<file path="src/rtl/block_gpio_input_pkg.sv">
// -----------------------------------------------------------------------------
// block_gpio_input_pkg
// Shared definitions for the IO-extender digital input stage: SPI register
// map addresses for the input block, default channel/timing constants and the
// debounce counter width helper.
// -----------------------------------------------------------------------------
package block_gpio_input_pkg;

    // SPI register addresses owned by the input block
    typedef enum logic [7:0] {
        REG_IN_CTRL   = 8'h20,
        REG_IN_DATA   = 8'h21,
        REG_IN_STATUS = 8'h22,
        REG_IN_RISE   = 8'h23,
        REG_IN_FALL   = 8'h24
    } gpio_in_reg_e;

    localparam int GPIO_IN_WIDTH    = 7;
    localparam int SYNC_DEFAULT     = 2;
    localparam int DEBOUNCE_DEFAULT = 16;

    // Counter must be able to hold values 0..cycles
    function automatic int cnt_width(input int cycles);
        return (cycles < 1) ? 1 : $clog2(cycles + 1);
    endfunction

endpackage

</file>
<file path="src/rtl/block_gpio_input_if.sv">
// -----------------------------------------------------------------------------
// block_gpio_input_if
// Bundles the pad/control/status signals of the digital input stage.
//   master : drives pin_in, en, rise_mask, fall_mask, clr, clr_mask;
//            receives level, edge_status, irq
//   slave  : the input stage itself (mirror of master)
// -----------------------------------------------------------------------------
interface block_gpio_input_if
    import block_gpio_input_pkg::*;
#(
    parameter int WIDTH = GPIO_IN_WIDTH
);
    logic [WIDTH-1:0] pin_in;
    logic [WIDTH-1:0] en;
    logic [WIDTH-1:0] rise_mask;
    logic [WIDTH-1:0] fall_mask;
    logic             clr;
    logic [WIDTH-1:0] clr_mask;
    logic [WIDTH-1:0] level;
    logic [WIDTH-1:0] edge_status;
    logic             irq;

    modport master (
        output pin_in, en, rise_mask, fall_mask, clr, clr_mask,
        input  level, edge_status, irq
    );

    modport slave (
        input  pin_in, en, rise_mask, fall_mask, clr, clr_mask,
        output level, edge_status, irq
    );
endinterface

</file>
<file path="src/rtl/block_gpio_input_debounce.sv">
// -----------------------------------------------------------------------------
// block_gpio_input_debounce
// One input channel: synchroniser chain, debounce counter, accepted level and
// single-cycle rise/fall indications that coincide with the clock edge on
// which the level register changes.
// Ports:
//   clk, rst_n  clock, asynchronous active-low reset
//   pin         raw pad level (asynchronous to clk)
//   en          channel enable; when low, level and counter held at 0
//   level       debounced level (registered)
//   rise, fall  high during the cycle whose closing edge flips level
// -----------------------------------------------------------------------------
module block_gpio_input_debounce
    import block_gpio_input_pkg::*;
#(
    parameter int SYNC_STAGES     = SYNC_DEFAULT,
    parameter int DEBOUNCE_CYCLES = DEBOUNCE_DEFAULT
) (
    input  logic clk,
    input  logic rst_n,
    input  logic pin,
    input  logic en,
    output logic level,
    output logic rise,
    output logic fall
);
    localparam int             CNT_W    = cnt_width(DEBOUNCE_CYCLES);
    localparam logic [CNT_W-1:0] CNT_LAST = CNT_W'(DEBOUNCE_CYCLES - 1);

    logic [SYNC_STAGES-1:0] sync_q;
    logic [CNT_W-1:0]       cnt_q;
    logic                   level_q;
    logic                   s;
    logic                   accept;

    assign s      = sync_q[SYNC_STAGES-1];
    // The new level has persisted long enough: it is taken on this edge
    assign accept = en && (s != level_q) && (cnt_q == CNT_LAST);
    assign rise   = accept &  s;
    assign fall   = accept & ~s;
    assign level  = level_q;

    always_ff @(posedge clk or negedge rst_n) begin
        if (!rst_n) begin
            sync_q  <= '0;
            cnt_q   <= '0;
            level_q <= 1'b0;
        end else begin
            // synchroniser stage boundary
            sync_q <= {sync_q[SYNC_STAGES-2:0], pin};
            // debounce stage boundary
            if (!en) begin
                // Dropping level here is not an edge; rise/fall stay low
                level_q <= 1'b0;
                cnt_q   <= '0;
            end else if (s == level_q) begin
                cnt_q <= '0;
            end else if (cnt_q == CNT_LAST) begin
                level_q <= s;
                cnt_q   <= '0;
            end else begin
                cnt_q <= cnt_q + CNT_W'(1);
            end
        end
    end
endmodule

</file>
<file path="src/rtl/block_gpio_input.sv">
// -----------------------------------------------------------------------------
// block_gpio_input
// Input-side stage of the IO extender. Each of WIDTH pad inputs is
// synchronised and debounced into the level byte (IN_DATA readback). With
// GPIO_IN_EDGE_IRQ_EN defined, accepted level changes selected by rise_mask /
// fall_mask set sticky edge_status bits (write-1-to-clear through clr /
// clr_mask, set has priority) and irq is the registered OR of the status.
// Without GPIO_IN_EDGE_IRQ_EN, edge_status and irq are tied low.
// Ports:
//   clk    system clock
//   rst_n  asynchronous active-low reset
//   bus    block_gpio_input_if.slave: pin_in, en, rise_mask, fall_mask, clr,
//          clr_mask in; level, edge_status, irq out
// -----------------------------------------------------------------------------
module block_gpio_input
    import block_gpio_input_pkg::*;
#(
    parameter int WIDTH           = GPIO_IN_WIDTH,
    parameter int SYNC_STAGES     = SYNC_DEFAULT,
    parameter int DEBOUNCE_CYCLES = DEBOUNCE_DEFAULT
) (
    input  logic                clk,
    input  logic                rst_n,
    block_gpio_input_if.slave   bus
);
    logic [WIDTH-1:0] level_w;
    logic [WIDTH-1:0] rise_w;
    logic [WIDTH-1:0] fall_w;

    for (genvar i = 0; i < WIDTH; i++) begin : g_ch
        block_gpio_input_debounce #(
            .SYNC_STAGES     (SYNC_STAGES),
            .DEBOUNCE_CYCLES (DEBOUNCE_CYCLES)
        ) u_ch (
            .clk   (clk),
            .rst_n (rst_n),
            .pin   (bus.pin_in[i]),
            .en    (bus.en[i]),
            .level (level_w[i]),
            .rise  (rise_w[i]),
            .fall  (fall_w[i])
        );
    end

    assign bus.level = level_w;

`ifdef GPIO_IN_EDGE_IRQ_EN
    // Clear first, then OR in new sets, so a coincident set survives
    function automatic logic [WIDTH-1:0] status_next(
        input logic [WIDTH-1:0] cur,
        input logic [WIDTH-1:0] set,
        input logic             clr,
        input logic [WIDTH-1:0] mask
    );
        return (cur & ~(clr ? mask : '0)) | set;
    endfunction

    logic [WIDTH-1:0] status_q;
    logic [WIDTH-1:0] status_nxt;
    logic             irq_q;

    always_comb begin
        status_nxt = status_next(status_q,
                                 (rise_w & bus.rise_mask) | (fall_w & bus.fall_mask),
                                 bus.clr, bus.clr_mask);
    end

    // status stage boundary: irq is registered from the next status so it
    // rises together with edge_status
    always_ff @(posedge clk or negedge rst_n) begin
        if (!rst_n) begin
            status_q <= '0;
            irq_q    <= 1'b0;
        end else begin
            status_q <= status_nxt;
            irq_q    <= |status_nxt;
        end
    end

    assign bus.edge_status = status_q;
    assign bus.irq         = irq_q;
`else
    logic unused_edge;
    assign unused_edge     = ^{rise_w, fall_w, bus.rise_mask, bus.fall_mask,
                               bus.clr, bus.clr_mask};
    assign bus.edge_status = '0;
    assign bus.irq         = 1'b0;
`endif
endmodule

</file>
<file path="src/flat_wrapper.sv">
// flat-port wrapper written by rule: the top's interface ports become plain ports
module block_gpio_input_flat import block_gpio_input_pkg::*;
#(
    parameter int WIDTH           = GPIO_IN_WIDTH,
    parameter int SYNC_STAGES     = SYNC_DEFAULT,
    parameter int DEBOUNCE_CYCLES = DEBOUNCE_DEFAULT
)
  (clk, rst_n, bus_pin_in, bus_en, bus_rise_mask, bus_fall_mask, bus_clr, bus_clr_mask, bus_level, bus_edge_status, bus_irq);
  block_gpio_input_if #(.WIDTH(WIDTH)) bus_i ();
  input  logic clk;
  input  logic rst_n;
  input wire logic [$bits(bus_i.pin_in)-1:0] bus_pin_in;
  input wire logic [$bits(bus_i.en)-1:0] bus_en;
  input wire logic [$bits(bus_i.rise_mask)-1:0] bus_rise_mask;
  input wire logic [$bits(bus_i.fall_mask)-1:0] bus_fall_mask;
  input wire logic [$bits(bus_i.clr)-1:0] bus_clr;
  input wire logic [$bits(bus_i.clr_mask)-1:0] bus_clr_mask;
  output wire logic [$bits(bus_i.level)-1:0] bus_level;
  output wire logic [$bits(bus_i.edge_status)-1:0] bus_edge_status;
  output wire logic [$bits(bus_i.irq)-1:0] bus_irq;
  assign bus_i.pin_in = bus_pin_in;
  assign bus_i.en = bus_en;
  assign bus_i.rise_mask = bus_rise_mask;
  assign bus_i.fall_mask = bus_fall_mask;
  assign bus_i.clr = bus_clr;
  assign bus_i.clr_mask = bus_clr_mask;
  assign bus_level = bus_i.level;
  assign bus_edge_status = bus_i.edge_status;
  assign bus_irq = bus_i.irq;
  block_gpio_input #(.WIDTH(WIDTH), .SYNC_STAGES(SYNC_STAGES), .DEBOUNCE_CYCLES(DEBOUNCE_CYCLES)) u_core (.clk(clk), .rst_n(rst_n), .bus(bus_i));
endmodule
</file>
<file path="config.mk">
export PLATFORM = sky130hd
export DESIGN_NAME = block_gpio_input_flat
export DESIGN_NICKNAME = d
export VERILOG_FILES = /design/src/rtl/block_gpio_input_pkg.sv /design/src/rtl/block_gpio_input_if.sv /design/src/rtl/block_gpio_input_debounce.sv /design/src/rtl/block_gpio_input.sv /design/src/flat_wrapper.sv
export SDC_FILE = /design/constraint.sdc
export NUM_CORES = 1
export LEC_CHECK = 0
export BUFFER_PORTS_ARGS = -buffer_cell sky130_fd_sc_hd__buf_2
export CAP_MARGIN = 10
export CORE_MARGIN = 8
export CORE_UTILIZATION = 40
export DETAILED_ROUTE_END_ITERATION = 7
export RECOVER_POWER = 100
export SYNTH_ARGS = -nofsm -noshare
export SYNTH_HDL_FRONTEND = slang
export SYNTH_SLANG_ARGS = --single-unit
export TNS_END_PERCENT = 5
</file>
<file path="constraint.sdc">
create_clock -name clk -period 1.17 [get_ports clk]
set_input_delay 0.234 -clock clk [delete_from_list [all_inputs] [get_ports clk]]
set_output_delay 0.234 -clock clk [all_outputs]
set_load 0.1 [all_outputs]
</file>
==> results of run 1 <==
[timing repair]
action / 4_1_cts / 5_1_grt
buffers inserted: 1 / 1
resized for setup: 0 / 21
setup endpoints to repair: 7 / 29
hold endpoints to repair: 56 / 0
pin swaps: 0 / 5
hold buffers: 1 / 0
[flip-flops by register name, summed over array words and instances (netlist names)]
name and count:
u_core.g_ch.u_ch.cnt_q 35, u_core.g_ch.u_ch.sync_q 14, u_core.g_ch.u_ch.level 7
[cells in the mapped netlist]
cell type  count  share of area
o21ai_0        5          0.011
nand4b_1       5          0.019
nor2_1        19          0.031
and4_1         5          0.019
nand2_1       13          0.022
nand3_1       24          0.053
conb_1         1         0.0017
inv_1          5         0.0083
mux2i_1        2         0.0088
nor2_2         2         0.0055
xor2_1        19          0.073
xnor2_1        2         0.0077
and3_1         5          0.014
ha_1           7          0.039
buf_4         15          0.050
and3_2         2         0.0066
dfrtp_1       56           0.62
nor3_2         2         0.0088
nor3_1         2         0.0044
[kinds of logic after synthesis]
kind of cell | share of synthesized area
flops | 0.6174
simple gates | 0.1836
mux | 0.008821
buf+inv | 0.05788
other cells | 0.001652
fa+ha+maj | 0.03859
compound gates | 0.01102
xor+xnor | 0.08104
[per-stage QoR]
stage / utilization / std cells
6_report: 0.4990 / 291
5_1_grt: 0.4990 / 291
4_1_cts: 0.4844 / 290
3_5_place_dp: 0.4583 / 280
3_3_place_gp: 0.4583 / 280
2_1_floorplan: - / 198
[power breakdown]
| group | internal [mW] | switching (mW) |
|---|---|---|
| Sequential | 1.98 | 0.0291 |
| Clock | 0.755 | 0.595 |
| Combinational | 0.0594 | 0.206 |
[area by class of cell]
cell class	count	area [µm²]	share of cell area
repair buffers	28	266.5	0.09699
inverters	5	18.77	0.006831
flip-flops and latches	56	1403	0.5105
clock buffers	7	96.34	0.03506
well taps	72	90.09	0.03279
multi-input cells	122	843.3	0.3069
clock inverters	1	30.03	0.01093
[routing by layer]
layer | share of wire | vias to the layer above
met5 | 0 | -
met4 | 0.026 | 0
met3 | 0.030 | 7
met2 | 0.45 | 22
met1 | 0.49 | 651
li1 | - | 674
[how the worst max path moves through the flow]
stage / endpoint / cells past startpoint / from
final: bus_level[4] / 1 / u_core.g_ch[4].u_ch.level
after global routing: u_core.g_ch[6].u_ch.level / 4 / u_core.g_ch[6].u_ch.cnt_q[0]
after CTS: bus_level[4] / 1 / u_core.g_ch[4].u_ch.level
after detailed placement: u_core.g_ch[3].u_ch.level / 4 / u_core.g_ch[3].u_ch.cnt_q[0]
after global placement: u_core.g_ch[6].u_ch.level / 4 / u_core.g_ch[6].u_ch.cnt_q[1]
after floorplan: u_core.g_ch[6].u_ch.level / 4 / u_core.g_ch[6].u_ch.cnt_q[0]
[worst register-to-register path: cells and delay by family (launching register included)]
family,cells,cell delay [ps]
simple gates,3,400
flops,1,410
fa+ha+maj,1,250
==> results.txt, run 1 <==
Post-DP HPWL: 2350 µm
worst endpoint required time: 940 ps
reg2reg setup slack: 50 ps
max-cap violations: 0
area grow syn2layout: 21.06%
average vias per placed instance: 4.653
Starting Density: 0.4122
Cell variety after synth: 19
Worst Setup Start Kind: register
Fin. Hold Viols: 0
post-route clock period utilization: 1.012
pin count of the biggest net entering global routing: 57
hold path start: bus_pin_in[1]
CTS tree: done
antenna violations before repair: 0
met3 global-route usage: 0.01646
post-route ant nets: 0
DR WL/cell: 11.63 µm
GR Util met1: 0.1094
Max FO, Critical Path: 3
FF-to-FF Start: u_core.g_ch[2].u_ch.cnt_q[0]
I/O pins: 53
clock skew: 6.660 ps
Final Cell Area: 2748 µm²
Hold Path Class: primary input to register
Yosys reg bits: 56
Clock Path Buffers: 2
GRT met2 Usage: 0.1342
failing checks: negative setup slack
core area: 5507 µm²
TritonCTS Sinks: 56
synthesized instance count: 191
ANT cells: 0
status: finished, violations left
Root Buffer: clkbuf_8
register area share after synthesis: 0.6174
die span in x: 91.33 µm
worst r2r dst: u_core.g_ch[2].u_ch.cnt_q[3]
global placer's final weighted congestion: 0.7116
max frequency: 0.8447 GHz
Pwr Total: 3.625 mW
synthesized area: 2270 µm²
pre-CTS setup slack: 40.71 ps
Initial DRT Pass Iterations: 4
Tmin final: 1184 ps
crit-path cells: buf_12
cell depth of the worst min-delay path: 1
drt drc: 0
setup tns final: -22.41 ps
Max Slew Vio Count: 0
Most Used Layer, Global Route: met2
Final nets: 263
crit path buf inv count: 1
delay-heaviest family, CP: flip-flops
Worst setup EP type: output port
clock latency on the worst-skew pair: 300 ps
Worst path slowest cell: dfrtp_1
IO Port Bufs: 22
total CTS buffers: 5
Syn. warnings: 0
Vias: 1,354
CP peak stage delay: 440 ps
most frequent cells in the layout: dfrtp_1, nor2_1, xor2_1
Clk pin slew, worst setup/hold paths: 90 ps
RSZ-0062 raised after global routing: yes
Worst Hold Path EP: u_core.g_ch[1].u_ch.sync_q[0]
Starting DRT DRC Count: 65
final worst-path setup slack: -13.87 ps
first-pass GRT wire length: 6030 µm
pwr dens: 1319 nW/µm²
worst r2r path cells: 4
die height: 91.33 µm
Placed Area: 2524 µm²
total gr overflow: 0
Hold Slack: 26.47 ps
htree depth: 2
Avg Cell Area, Syn: 11.88 µm²
filler instances: 493
Worst EP arrival: 950 ps
vias in the first global route: 1,382
GRT Total Usage: 0.08755
WS Path Type: register to output port
Setup-failing EPs final: 2
Max rail drop VDD: 0.6837 mV
Pleak: 1.335 nW
most common cell after layout, fill and taps aside: dfrtp_1
cell row count: 27
WL final: 3384 µm
layout cell share with drive strength beyond 1: 0.2466
die area: 8340 µm²
Note: power is estimated with default switching activity, not from simulation.
==> run 2, diff against run 1 <==
ABC_AREA = 1   (was not set)
HOLD_SLACK_MARGIN = 0.08   (was not set)
==> results.txt, run 2 <==
synthesized instance count: 275 (was 191)
DR WL/cell: 10.03 µm (was 11.63 µm)
ANT cells: 0 (unchanged)
cell row count: 28 (was 27)
global placer's final weighted congestion: 0.7750 (was 0.7116)
CTS tree: done (unchanged)
total gr overflow: 0 (unchanged)
GRT Total Usage: 0.09543 (was 0.08755)
Placed Area: 2711 µm² (was 2524 µm²)
area grow syn2layout: 17.53% (was 21.06%)
synthesized area: 2449 µm² (was 2270 µm²)
Post-synth EDFFs: 0 (unchanged)
clock latency on the worst-skew pair: 310 ps (was 300 ps)
Initial DRT Pass Iterations: 4 (unchanged)
Syn. warnings: 0 (unchanged)
register area share after synthesis: 0.5723 (was 0.6174)
Cell variety after synth: 12 (was 19)
die area: 8881 µm² (was 8340 µm²)
die span in x: 94.24 µm (was 91.33 µm)
crit-path cells: buf_12 (unchanged)
Starting DRT DRC Count: 66 (was 65)
Final nets: 353 (was 263)
failing checks: negative setup slack (unchanged)
top_reg_cell synth: dfrtp_1 (unchanged)
I/O pins: 53 (unchanged)
Synth top area share: 0.5723 (was 0.6174)
Worst Hold Path EP: u_core.g_ch[1].u_ch.cnt_q[4] (was u_core.g_ch[1].u_ch.sync_q[0])
htree depth: 2 (unchanged)
worst endpoint required time: 940 ps (about the same)
post-route ant nets: 0 (unchanged)
most frequent cell after synthesis: nand2_1 (was dfrtp_1)
Max FO, Critical Path: 4 (was 3)
total CTS buffers: 5 (unchanged)
Clk pin slew, worst setup/hold paths: 100 ps (was 90 ps)
CP peak stage delay: 460 ps (was 440 ps)
pin count of the biggest net entering global routing: 24 (was 57)
Worst path slowest cell: dfrtp_2 (was dfrtp_1)
Setup-failing EPs final: 1 (was 2)
die height: 94.24 µm (was 91.33 µm)
TritonCTS Sinks: 56 (unchanged)
Placed Cells: 366 (was 280)
Tmin final: 1175 ps (was 1184 ps)
most frequent cells after synthesis: nand2_1, dfrtp_1, nor2_1, inv_1, nand3_1 (was dfrtp_1, nand3_1, nor2_1, xor2_1, buf_4)
worst r2r dst: u_core.g_ch[2].u_ch.cnt_q[1] (was u_core.g_ch[2].u_ch.cnt_q[3])
RSZ-0062 raised after global routing: yes (unchanged)
Max rail drop VDD: 0.6250 mV (was 0.6837 mV)
WL final: 3850 µm (was 3384 µm)
Top reg by flops: u_core.g_ch.u_ch.cnt_q (unchanged)
Clock Path Buffers: 2 (unchanged)
final cell count without fillers: 384 (was 291)
reg2reg setup slack: 70 ps (was 50 ps)
Fin. Hold Viols: 0 (unchanged)
Worst EP arrival: 940 ps (was 950 ps)
Avg Cell Area, Syn: 8.904 µm² (was 11.88 µm²)
hold path start: bus_en[1] (was bus_pin_in[1])
max frequency: 0.8511 GHz (was 0.8447 GHz)
core area: 5921 µm² (was 5507 µm²)
WS Path Type: register to output port (unchanged)
delay-heaviest family, CP: flip-flops (unchanged)
pwr dens: 1175 nW/µm² (was 1319 nW/µm²)
antenna violations before repair: 0 (unchanged)
Pleak: 1.414 nW (was 1.335 nW)
max FFs per register: 35 (unchanged)
max-cap violations: 0 (unchanged)
status: finished, violations left (unchanged)
most frequent cells in the layout: nand2_1, dfrtp_1, nor2_1 (was dfrtp_1, nor2_1, xor2_1)
Worst setup EP type: output port (unchanged)
FF-to-FF Start: u_core.g_ch[2].u_ch.cnt_q[0] (unchanged)
first-pass GRT wire length: 6941 µm (was 6030 µm)
final worst-path setup slack: -4.954 ps (was -13.87 ps)
area leader, netlist: dfrtp_1 (unchanged)
IO Port Bufs: 22 (unchanged)
Starting Density: 0.4136 (was 0.4122)
Root Buffer: clkbuf_8 (unchanged)
most common cell after layout, fill and taps aside: nand2_1 (was dfrtp_1)
Worst Setup Start Kind: register (unchanged)
Vias: 1,744 (was 1,354)
Max Slew Vio Count: 0 (unchanged)
Yosys reg bits: 56 (unchanged)
largest cells by area after synthesis: dfrtp_1, nand2_1, nor2_1, nand3_1, inv_1 (was dfrtp_1, xor2_1, nand3_1, buf_4, ha_1)
Post-DP HPWL: 2919 µm (was 2350 µm)
post-route clock period utilization: 1.004 (was 1.012)
drt drc: 0 (unchanged)
worst r2r path cells: 4 (unchanged)
Hold Path Class: primary input to register (unchanged)
Pwr Total: 3.381 mW (was 3.625 mW)
cell depth of the worst min-delay path: 3 (was 1)
Final Cell Area: 2878 µm² (was 2748 µm²)
layout cell share with drive strength beyond 1: 0.1294 (was 0.2466)
Post-synth ARST share: 1.000 (unchanged)
clock skew: 7.945 ps (was 6.660 ps)
vias in the first global route: 1,669 (was 1,382)
crit path buf inv count: 1 (unchanged)
average vias per placed instance: 4.542 (was 4.653)
-- run 2: stage by stage --
stage | utilization | worst slack (ps) | hold WS [ps] | TNS, ps
finish | 0.4861 | -4.954 | 189.2 | -4.954
detailed placement | 0.4579 | 63.40 | 179.1 | 0
CTS | 0.4896 | -36.44 | 172.1 | -135.5
global route | 0.4861 | -39.55 | 193.0 | -293.2
global placement | 0.4579 | 94.88 | 176.1 | 0
floorplan | - | 180.8 | -61.59 | 0
-- run 2: cells by family (layout without fill, tap and decap cells) --
logic type	Yosys count	count (layout)	share of synthesized area
simple gates	155	155	0.2734
buf+inv	49	76	0.09811
compound gates	4	4	0.008176
other cells	1	8	0.001531
fa+ha+maj	7	7	0.03577
flops	56	56	0.5723
xor+xnor	3	3	0.01073
-- run 2: repair_timing --
item                       4_1_cts  5_1_grt
hold endpoints to repair        19        0
setup endpoints to repair        7       20
gates resized for setup          2       10
buffers inserted                 1        1
pin swaps                        0        1
hold buffers                     8        0
-- run 2: area by class of cell --
type | instances | area (µm²)
clock inverter | 2 | 15.01
timing repair buffer | 34 | 321.6
clock buffer | 6 | 82.58
inverter | 34 | 127.6
multi-input combinational | 177 | 828.3
tap | 75 | 93.84
fill | 564 | 3043
sequential | 56 | 1409
-- run 2: where the power goes --
group,switching (mW),internal (mW)
combinational,0.216,0.0723
clock,0.599,0.480
sequential,0.0336,1.98
total,0.849,2.53
-- run 2: how the worst max path moves through the flow --
| stage | start | endpoint | cells after the start |
|---|---|---|---|
| after floorplan | u_core.g_ch[4].u_ch.cnt_q[0] | u_core.g_ch[4].u_ch.cnt_q[0] | 4 |
| after global placement | u_core.g_ch[4].u_ch.cnt_q[0] | u_core.g_ch[4].u_ch.cnt_q[0] | 4 |
| after detailed placement | u_core.g_ch[2].u_ch.cnt_q[0] | u_core.g_ch[2].u_ch.cnt_q[3] | 4 |
| after CTS | u_core.g_ch[6].u_ch.level | bus_level[6] | 1 |
| after global routing | u_core.g_ch[6].u_ch.level | bus_level[6] | 1 |
| final | u_core.g_ch[4].u_ch.level | bus_level[4] | 1 |
-- run 2: metal layers --
metal | track usage | routed length [µm] | share of wire | vias to the layer above
met1 | 0.1117 | 1807 | 0.47 | 800
met2 | 0.1599 | 1785 | 0.46 | 24
li1 | - | - | - | 914
met4 | 0.04756 | 82 | 0.021 | 0
met5 | 0 | 0 | 0 | -
met3 | 0.02158 | 174 | 0.045 | 6
-- run 2: worst register-to-register path: stages (launching register included) --
cell and delay [ps]:
dfrtp_1 420, ha_1 250, nand4_1 130, nand3_1 130, nor2_1 110
